### config.mk
export PLATFORM = sky130hd
export DESIGN_NAME = key_search_ctrl
export DESIGN_NICKNAME = d
export VERILOG_FILES = /design/src/rtl/key_search_ctrl.sv
export SDC_FILE = /design/constraint.sdc
export NUM_CORES = 1
export LEC_CHECK = 0
export BUFFER_PORTS_ARGS = -buffer_cell sky130_fd_sc_hd__buf_4
export CORE_ASPECT_RATIO = 1.1
export CORE_MARGIN = 4
export CORE_UTILIZATION = 40
export DETAILED_ROUTE_END_ITERATION = 10
export PLACE_DENSITY = 0.64
export SYNTH_ARGS = -nofsm -noshare
export SYNTH_HDL_FRONTEND = slang
export SYNTH_SLANG_ARGS = --single-unit
### constraint.sdc
create_clock -name clk -period 7.3 [get_ports clk]
set_clock_uncertainty 0.05 [all_clocks]
set_input_delay 1.095 -clock clk [delete_from_list [all_inputs] [get_ports clk]]
set_output_delay 1.095 -clock clk [all_outputs]
set_load 0.05 [all_outputs]
### src/rtl/key_search_ctrl.sv
// Brute-force key-search controller: steps a key range through an external decrypter
// and stops on the first plaintext made only of the selected printable characters.
module key_search_ctrl #(
  parameter int KEY_W      = 24,
  parameter int TEXT_BYTES = 16,
  parameter int DISP_W     = 16
) (
  input  logic                    clk,
  input  logic                    reset,
  input  logic                    start,
  input  logic                    abort,
  input  logic [KEY_W-1:0]        key_first,
  input  logic [KEY_W-1:0]        key_last,
  input  logic                    allow_lower,
  input  logic [8*TEXT_BYTES-1:0] dec_plaintext,
  input  logic                    dec_done,
  input  logic                    ddpt,
  output logic                    dec_enable,
  output logic [KEY_W-1:0]        key,
  output logic [DISP_W-1:0]       key_display,
  output logic [8*TEXT_BYTES-1:0] text_q,
  output logic                    time_go,
  output logic                    dpt,
  output logic                    busy,
  output logic                    found,
  output logic                    exhausted,
  output logic [KEY_W:0]          tries
);

  localparam logic [2:0] S_IDLE    = 3'd0;
  localparam logic [2:0] S_DECRYPT = 3'd1;
  localparam logic [2:0] S_CHECK   = 3'd2;
  localparam logic [2:0] S_DISPLAY = 3'd3;
  localparam logic [2:0] S_DONE    = 3'd4;

  logic [2:0]       state;
  logic [KEY_W-1:0] last_q;
  logic             lower_q;
  logic             text_ok;

  function automatic logic byte_ok(input logic [7:0] c, input logic lower);
    byte_ok = (c >= 8'h41 && c <= 8'h5A) ||
              (c >= 8'h30 && c <= 8'h39) ||
              (c == 8'h20) ||
              (lower && c >= 8'h61 && c <= 8'h7A);
  endfunction

  // Evaluated on the registered plaintext, so CHECK has no input-to-output path.
  always_comb begin
    text_ok = 1'b1;
    for (int i = 0; i < TEXT_BYTES; i++) begin
      if (!byte_ok(text_q[8*i +: 8], lower_q)) text_ok = 1'b0;
    end
  end

  always_ff @(posedge clk or posedge reset) begin
    if (reset) begin
      state     <= S_IDLE;
      key       <= '0;
      last_q    <= '0;
      lower_q   <= 1'b0;
      text_q    <= '0;
      tries     <= '0;
      found     <= 1'b0;
      exhausted <= 1'b0;
    end else if (abort && state != S_IDLE) begin
      state     <= S_IDLE;
      found     <= 1'b0;
      exhausted <= 1'b0;
    end else begin
      case (state)
        S_IDLE, S_DONE: begin
          if (start) begin
            key       <= key_first;
            last_q    <= key_last;
            lower_q   <= allow_lower;
            tries     <= '0;
            found     <= 1'b0;
            exhausted <= 1'b0;
            state     <= S_DECRYPT;
          end
        end
        S_DECRYPT: begin
          if (dec_done) begin
            text_q <= dec_plaintext;
            if (tries != '1) tries <= tries + (KEY_W+1)'(1);
            state  <= S_CHECK;
          end
        end
        S_CHECK: begin
          // A match on the final key wins over exhaustion.
          if (text_ok) begin
            found <= 1'b1;
            state <= S_DISPLAY;
          end else if (key == last_q) begin
            exhausted <= 1'b1;
            state     <= S_DONE;
          end else begin
            key   <= key + KEY_W'(1);
            state <= S_DECRYPT;
          end
        end
        S_DISPLAY: begin
          if (ddpt) state <= S_DONE;
        end
        default: state <= S_IDLE;
      endcase
    end
  end

  assign dec_enable  = (state == S_DECRYPT);
  assign busy        = (state == S_DECRYPT) || (state == S_CHECK);
  assign time_go     = busy;
  assign dpt         = (state == S_DISPLAY);
  assign key_display = key[KEY_W-1 -: DISP_W];

endmodule

==> impl_metrics.yaml, run 1 <==
synth:
  synth_edf_count: 0
  synthesis.instances: 994
  synth_seq_cells: 207
  synthTopCellsByArea: "dfrtp_1, mux2_2, nand2_1, xor2_1, nor2_1"
  synth_top_area_share_pct: 49.7
  ys_types: 67
  avgSynthCellArea_sq_um: 10.5
  synth_seq_area_share_pct: 49.7
  syn-cell-area_sq_mm: 0.0104
  ys_async_sr_fraction_pct: 100
  syn_nets: 1179
  yosysWarnings: 0
  netlist.top_cell.by_area: "dfrtp_1"
  synth_ff_type: "dfrtp_1"
place:
  place_ws_ns: 3.55
  place_area_sq_mm: 0.0135
  portBuffers: 381
  gp_congestion: 0.853
  numPlacedInstances: 1674
  dp_hpwl_um: 26900
clocking:
  cts.hold.buffers_added: 0
  clock_path_buffers: 3
  root_buffer: "clkbuf_16"
  post_cts_buffers: 0
  cts_resized: 0
  cts_tree: "built"
  cts_sinks: 207
  clock_latency_ns: 0.52
  h-tree-depth: 1
  path_clk_slew_ns: 0.06
  numCtsBuffers: 24
sta:
  finalSetupTns_ns: 0
  finalCriticalPeriod_ns: 3.54
  drv_slew: 0
  period_share_pct: 48.5
  hold_violations: 0
  setup_violations: 0
  rsz0062_at_grt: "false"
  clock.fmax_ghz: 0.283
  worstMarginPinSlew_ns: 0.998
  fin_ws_ns: 3.76
  max_slew_margin_pct: 33.5
critical_path:
  cp_cell_sequence: "nor2b_1, nand2_1, nand2_1, buf_4"
  crit_top_cell: "nand2_1"
  critPathCaptureType: "primary output"
  cpMaxStageDelayCell: "nand2_1"
  critical-path-top-delay-family: "simple AND/OR/NAND/NOR gates"
  path_max_fanout: 18
  crit_buf_inv: 1
  slowest_delay_ns: 0.49
  crit_arrival_ns: 2.39
  cp-start-kind: "flop"
  crit_type: "reg -> out"
  required_ns: 6.15
layout:
  nets: 1539
  synthToLayoutAreaGrowth_pct: 37.8
  final_cell_count_no_fill: 1716
  fin_area_sq_mm: 0.0144
  drive_gt1_share_pct: 42.3
  fill_cells: 2315
  n_antenna_cell: 0
pwr:
  leakage_nw: 6.69
  seqPwrFrac_pct: 31.5
  p_int_w: 0.00360
  ir_drop_mv: 0.310
  p_sw_w: 0.00340
  combPwrFrac_pct: 49.4
  power.density_mw_per_mm2: 487
  power_w: 0.00700
  sw_frac_of_total_pct: 48.6
  power_frac_clock_pct: 19.1
grt:
  grt_pass1_vias: 9213
  antenna_found_initial: 0
  grt_max_degree: 133
  grt_pass1_wl_um: 53400
  gr-total-overflow: 0
  track_usage_pct: 23.5
floorplan:
  die_w_um: 162
  core_area_sq_mm: 0.0255
  fp.dieH_um: 177
  fp-row-count: 61
  start_util_pct: 40.9
  boundaryPins: 382
  die_area_sq_mm: 0.0287
routing:
  drt_iter0_markers: 551
  vias: 9208
  drt_wl_total_um: 35300
  postRouteAntennaNets: 0
  wl_per_cell_um: 20.5
  firstDrtPassIters: 5
  viasPerCell: 5.37
  drc: 0
outcome:
  status: "finished, final reports clean"
job:
  maxCapViolations: 0
hold_path:
  min_path_type: "reg -> reg"
-- worst register-to-register path: stages, from the launching register on --
cell,delay [ns]
dfrtp_1,0.41
or3_1,0.39
nor2b_1,0.14
o32a_1,0.33
or4_1,0.54
nor4_2,0.46
and3_1,0.49
o21ai_4,0.22
a32o_1,0.28
-- kinds of logic (layout without fill, tap and decap cells) --
logic type,count (synthesis),count (layout),share of synthesized area (%)
and+or+nand+nor,373,373,18.1
DFF,207,207,49.7
buffers and inverters,81,457,3.89
AOI/OAI and AO/OA,159,159,10.6
adders and majority gates,2,2,0.240
xor gates and xnor gates,41,41,3.44
muxes,131,131,14.1
-- state kept, by name (all words and copies together), names as in the netlist --
| register | flops |
|---|---|
| lower_q | 1 |
| key | 24 |
| tries | 25 |
| found | 1 |
| text_q | 128 |
| last_q | 24 |
| state | 3 |
| exhausted | 1 |
-- routing by layer --
layer,vias up,GRT usage [%],share of wire (%)
met5,-,0,0
met4,0,5.57,2.3
li1,4324,-,-
met1,4493,29.6,40
met3,42,5.62,7.5
met2,349,41.0,50
-- per-stage QoR --
step | hold WS, ns | util [%]
after global placement | 0.430 | 52.9
after floorplan | 0.413 | -
after CTS | 0.448 | 56.4
final | 0.445 | 56.4
after global routing | 0.460 | 56.4
after detailed placement | 0.434 | 52.9
-- worst paths after layout --
| check | to | slack, ns | from | cells past startpoint |
|---|---|---|---|---|
| min in group asynchronous | text_q[116] | 0.69 | reset | 2 |
| worst min register to register | last_q[19] | 0.45 | last_q[19] | 2 |
| worst min-delay path | last_q[19] | 0.45 | last_q[19] | 2 |
| worst max register to register | key[20] | 3.89 | text_q[10] | 8 |
| worst max-delay path | busy | 3.76 | state[1] | 4 |
| max in group asynchronous | text_q[0] | 4.83 | reset | 3 |
-- placed cells by master (no fill, tap or decap), types with 18 or more instances in the layout --
| cell type | netlist | layout |
|---|---|---|
| a21oi_1 | 27 | 27 |
| a22oi_1 | 18 | 18 |
| buf_4 | 17 | 388 |
| clkbuf_16 | 0 | 25 |
| dfrtp_1 | 207 | 207 |
| inv_1 | 27 | 26 |
| mux2_2 | 128 | 128 |
| nand2_1 | 122 | 122 |
| nand3_1 | 30 | 30 |
| nand4_1 | 22 | 22 |
| nor2_1 | 64 | 63 |
| nor3_1 | 23 | 23 |
| nor4_1 | 23 | 23 |
| o21ai_0 | 40 | 40 |
| xor2_1 | 31 | 31 |
-- synthesized netlist by cell type, types with 4 or more instances --
master	number
buf_1	4
nor3b_1	7
a22oi_1	18
a221oi_1	6
inv_1	27
o21a_1	4
nor2_1	64
and2_1	5
xor2_1	31
a32o_1	6
dfrtp_1	207
o32a_1	6
nand2_1	122
or4_1	4
o22ai_1	13
buf_4	17
and4_1	7
nor2b_1	7
mux2_2	128
nand3b_1	4
o21ai_0	40
a31oi_1	4
nand3_1	30
nand2b_1	11
nor4_1	23
a21oi_1	27
clkbuf_1	28
nor3_1	23
buf_6	5
and3_1	12
or3_1	10
xnor2_1	10
a221o_1	7
nand4_1	22
-- layout make-up --
type / count / area, sq um / area share [%]
flip-flops and latches: 207 / 5180 / 36.0
multi-input cells: 706 / 4850 / 33.8
repair buffers: 388 / 2910 / 20.3
clock buffers: 31 / 698 / 4.86
well taps: 346 / 433 / 3.01
clock inverters: 11 / 189 / 1.31
inverters: 27 / 109 / 0.757
-- power groups by stage --
stage / Sequential, W / Combinational (W) / Clock [W]
floorplan: 0.00331 / 0.00114 / 0
global placement: 0.00221 / 0.00346 / 0
detailed placement: 0.00222 / 0.00348 / 0
CTS: 0.00220 / 0.00349 / 0.00136
global route: 0.00228 / 0.00364 / 0.00141
finish: 0.00221 / 0.00346 / 0.00134
Note: power is estimated with default switching activity, not from simulation.
==> run 2, diff against run 1 <==
==> constraint.sdc (replaced) <==
create_clock -name clk -period 3.4 [get_ports clk]
set_clock_uncertainty 0.05 [all_clocks]
set_input_delay 0.51 -clock clk [delete_from_list [all_inputs] [get_ports clk]]
set_output_delay 0.51 -clock clk [all_outputs]
set_load 0.05 [all_outputs]
==> impl_metrics.yaml, run 2 (same netlist as run 1, synthesis figures left out) <==
layout:
  nets: 1550
  drive_gt1_share_pct: 42.7
  largest_reg_flops: 128
  layout_common_cells: "buf_4, dfrtp_1, mux2_2, nand2_1, nor2_1"
  reg_top3: "text_q (128), tries (25)"
  synthToLayoutAreaGrowth_pct: 39.1
  top_register: "text_q"
  mostFrequentLayoutCell: "buf_4"
  n_antenna_cell: 0
critical_path:
  critPathCaptureType: "flop"
  slowest_delay_ns: 0.58
  required_ns: 3.75
  crit_type: "reg -> reg"
  reg2regPathDepth: 8
  r2r_start: "text_q[10]"
  crit_arrival_ns: 3.50
  r2r_end: "key[4]"
  cp-start-kind: "flop"
  cpMaxStageDelayCell: "or4_1"
  r2r_slack_ns: 0.24
  crit_top_cell: "o32a_1"
  path_max_fanout: 11
  cp_cell_sequence: "or3_1, nor2b_1, o32a_1, or4_1, nor4_4, a211oi_2, and4_1, o32a_1"
pwr:
  ir_drop_mv: 0.684
  seqPwrFrac_pct: 31.4
  p_sw_w: 0.00736
  leakage_nw: 6.76
  p_int_w: 0.00772
  combPwrFrac_pct: 49.8
  power.density_mw_per_mm2: 1040
  power_frac_clock_pct: 18.8
  sw_frac_of_total_pct: 48.8
grt:
  grt_pass1_wl_um: 54600
  antenna_found_initial: 0
  track_usage_pct: 24.1
  gr-total-overflow: 0
  grt_max_degree: 100
  grt_pass1_vias: 9466
outcome:
  status: "finished, final reports clean"
clocking:
  post_cts_buffers: 0
  root_buffer: "clkbuf_16"
  path_clk_slew_ns: 0.06
  clock_path_buffers: 3
  cts_sinks: 207
  numCtsBuffers: 25
  cts_tree: "built"
  h-tree-depth: 1
  clock_latency_ns: 0.52
sta:
  finalCriticalPeriod_ns: 3.16
  max_slew_margin_pct: 39.8
  worstMarginPinSlew_ns: 0.901
  finalSetupTns_ns: 0
  drv_slew: 0
  period_share_pct: 92.9
  hold_violations: 0
  clock.fmax_ghz: 0.317
  setup_violations: 0
  fin_ws_ns: 0.242
  rsz0062_at_grt: "false"
hold_path:
  hold_end: "last_q[19]"
  min_path_type: "in -> reg"
  worst_hold_startpoint: "key_last[19]"
  hold_depth: 3
routing:
  drt_iter0_markers: 507
  postRouteAntennaNets: 0
  viasPerCell: 5.32
  wl_per_cell_um: 20.6
  drt_wl_total_um: 35700
  drc: 0
  firstDrtPassIters: 4
  vias: 9198
floorplan:
  fp-row-count: 61
  die_w_um: 162
  start_util_pct: 40.9
  die_area_sq_mm: 0.0287
  boundaryPins: 382
  fp.dieH_um: 177
  core_area_sq_mm: 0.0255
place:
  place_ws_ns: 0.0955
  gp_congestion: 0.889
  dp_hpwl_um: 27200
  portBuffers: 381
job:
  maxCapViolations: 0
run 2: changes by cell type in the layout (fill, tap and decap cells not counted), moves of 2 or more:
cell,change
buf_12,+4
clkinv_2,+2
buf_4,+5
clkbuf_1,+3
run 2: worst max path at each step:
stage | start | endpoint | slack [ns] | depth (start not counted)
3_5_place_dp | text_q[10] | key[0] | 0.1 | 8
4_1_cts | text_q[10] | key[0] | 0.1 | 8
6_report | text_q[10] | key[4] | 0.24 | 8
3_3_place_gp | text_q[10] | key[0] | 0.13 | 8
2_1_floorplan | reset | exhausted | 0.15 | 1
5_1_grt | text_q[10] | key[4] | 0.04 | 8
run 2: cell type report:
type,instances,area (sq um)
clock buffer,35,723
clock inverter,10,156
fill,2316,11000
inverter,27,105
multi-input combinational,706,4870
sequential,207,5180
tap,346,433
timing repair buffer,398,3040
run 2: per-layer routing:
| metal | global-route usage, % | wire (um) | vias to the layer above |
|---|---|---|---|
| met3 | 6.64 | 2900 | 55 |
| met1 | 29.3 | 14000 | 4439 |
| met5 | 0 | 0 | - |
| met4 | 6.63 | 915 | 0 |
| li1 | - | - | 4351 |
| met2 | 42.1 | 17900 | 353 |
run 2: repair_timing:
action                                 CTS  global route
endpoints found under the hold margin    2             0
hold buffers                             1             0
resized for setup                        0             4
setup endpoints to repair                0            24
run 2: power by group through the flow:
stage / sequential [W] / clock (W) / combinational (W)
6_report: 0.00473 / 0.00284 / 0.00751
5_1_grt: 0.00490 / 0.00299 / 0.00790
4_1_cts: 0.00473 / 0.00289 / 0.00754
3_5_place_dp: 0.00476 / 0 / 0.00752
3_3_place_gp: 0.00474 / 0 / 0.00747
2_1_floorplan: 0.00711 / 0 / 0.00244
run 2: worst max-delay path: cells and delay by family (launching register included):
| kind | cells | cell delay, ns |
|---|---|---|
| and+or+nand+nor | 5 | 1.73 |
| AOI/OAI and AO/OA | 3 | 0.87 |
| DFF | 1 | 0.40 |
run 2: per-stage QoR:
stage / util [%] / instances / total power, W / hold slack [ns] / area, sq um
after floorplan: - / 994 / 0.00956 / 0.413 / 10400
after global placement: 53.4 / 1683 / 0.0122 / 0.400 / 13600
final: 56.9 / 1729 / 0.0151 / 0.140 / 14500
after detailed placement: 53.4 / 1683 / 0.0123 / 0.399 / 13600
after global routing: 56.9 / 1729 / 0.0158 / 0.124 / 14500
after CTS: 56.8 / 1729 / 0.0152 / 0.115 / 14500
==> run 3, diff against run 2 <==
--- a/config.mk
+++ b/config.mk
@@ -11,6 +11,7 @@
 export CORE_UTILIZATION = 40
 export DETAILED_ROUTE_END_ITERATION = 10
 export PLACE_DENSITY = 0.64
+export RECOVER_POWER = 100
 export SYNTH_ARGS = -nofsm -noshare
 export SYNTH_HDL_FRONTEND = slang
 export SYNTH_SLANG_ARGS = --single-unit
==> impl_metrics.yaml, run 3 (same netlist as run 1, synthesis figures left out) <==
outcome:
  status: "finished with violations"
  violations: "capacitance limit, slew limit"
routing:
  drt_wl_total_um: 35600
  viasPerCell: 5.36
  wl_per_cell_um: 20.6
  drc: 0
  firstDrtPassIters: 5
  drt_iter0_markers: 556
  vias: 9270
  postRouteAntennaNets: 0
clocking:
  cts_sinks: 207
  h-tree-depth: 1
  root_buffer: "clkbuf_16"
  numCtsBuffers: 25
  clock_path_buffers: 3
  post_cts_buffers: 0
  path_clk_slew_ns: 0.06
  cts_tree: "built"
  clock_latency_ns: 0.52
floorplan:
  core_area_sq_mm: 0.0255
  fp-row-count: 61
  fp.dieH_um: 177
  die_area_sq_mm: 0.0287
  die_w_um: 162
  start_util_pct: 40.9
  boundaryPins: 382
layout:
  fill_cells: 2520
  n_antenna_cell: 0
  largest_reg_flops: 128
  postLayoutCoreUtil_pct: 53.8
  mostFrequentLayoutCell: "dfrtp_1"
  multiInputGateArea_sq_mm: 0.00487
  drive_gt1_share_pct: 28.0
  top_register: "text_q"
  reg_top3: "text_q (128), tries (25)"
  fin_area_sq_mm: 0.0137
  nets: 1550
  synthToLayoutAreaGrowth_pct: 31.4
  seqCellArea_sq_mm: 0.00518
  layout_common_cells: "dfrtp_1, clkbuf_1, buf_4, mux2_2, nand2_1"
sta:
  worstMarginPinSlew_ns: 2.07
  period_share_pct: 93.0
  hold_violations: 0
  max_slew_margin_pct: -37.8
  finalCriticalPeriod_ns: 3.16
  rsz0062_at_grt: "false"
  clock.fmax_ghz: 0.316
  setup_violations: 0
  drv_slew: 196
  finalSetupTns_ns: 0
  fin_ws_ns: 0.238
hold_path:
  min_path_type: "in -> reg"
critical_path:
  slowest_delay_ns: 0.58
  required_ns: 3.75
  crit_arrival_ns: 3.51
  cp-start-kind: "flop"
  cpMaxStageDelayCell: "or4_1"
  crit_top_cell: "o32a_1"
  critPathCaptureType: "flop"
  path_max_fanout: 11
  cp_cell_sequence: "or3_1, nor2b_1, o32a_1, or4_1, nor4_4, a211oi_2, and4_1, o32a_1"
  crit_type: "reg -> reg"
pwr:
  ir_drop_mv: 0.656
  leakage_nw: 5.98
  power.density_mw_per_mm2: 1040
  power_w: 0.0143
grt:
  track_usage_pct: 24.1
  grt_pass1_wl_um: 54600
  gr-total-overflow: 0
  grt_util_met3_pct: 6.64
  antenna_found_initial: 0
  top_usage_layer: "met2"
  met1_usage_pct: 29.3
  grt_max_degree: 100
  met2_usage_pct: 42.1
  grt_pass1_vias: 9466
job:
  maxCapViolations: 3
place:
  dp_hpwl_um: 27200
  place_area_sq_mm: 0.0136
  place_ws_ns: 0.0955
  gp_congestion: 0.889
  portBuffers: 381
run 3: report_power, final:
group | total [W] | internal (W) | switching (W)
logic | 0.00674 | 0.00181 | 0.00493
clock network | 0.00284 | 0.00178 | 0.00106
registers | 0.00471 | 0.00335 | 0.00135
run 3: path summary, 6_finish.rpt:
kind | startpoint | to | slack [ns] | cells after the start
worst max-delay path | text_q[10] | key[4] | 0.24 | 8
worst max register to register | text_q[10] | key[4] | 0.24 | 8
max in group asynchronous | reset | exhausted | 0.62 | 4
worst min register to register | last_q[19] | last_q[19] | 0.45 | 2
min in group asynchronous | reset | text_q[125] | 0.41 | 3
worst min-delay path | key_last[17] | last_q[17] | 0.14 | 3
run 3: final cells by class:
type	count	share of cell area [%]
inverters	27	0.749
flip-flops and latches	207	37.8
clock buffers	35	5.28
repair buffers	398	16.3
clock inverters	10	1.14
well taps	346	3.16
multi-input cells	706	35.6
run 3: stage by stage:
stage | hold slack (ns) | instances
after floorplan | 0.413 | 994
after global routing | 0.124 | 1729
after CTS | 0.115 | 1729
after global placement | 0.400 | 1683
final | 0.136 | 1729
after detailed placement | 0.399 | 1683
run 3: worst max-delay path: cells and delay by family, from the launching register on:
kind | cells | cell delay [ns]
compound gates | 3 | 0.87
simple gates | 5 | 1.74
flops | 1 | 0.40
run 3: per-layer routing:
layer,vias to the layer above,share of wire [%]
met2,368,50
met3,52,7.8
met5,-,0
li1,4343,-
met4,0,2.5
met1,4507,40
run 3: repair_timing:
action	in CTS	in global routing
hold buffers	1	0
endpoints found under the hold margin	2	0
endpoints found under the setup margin	0	24
resized for setup	0	4
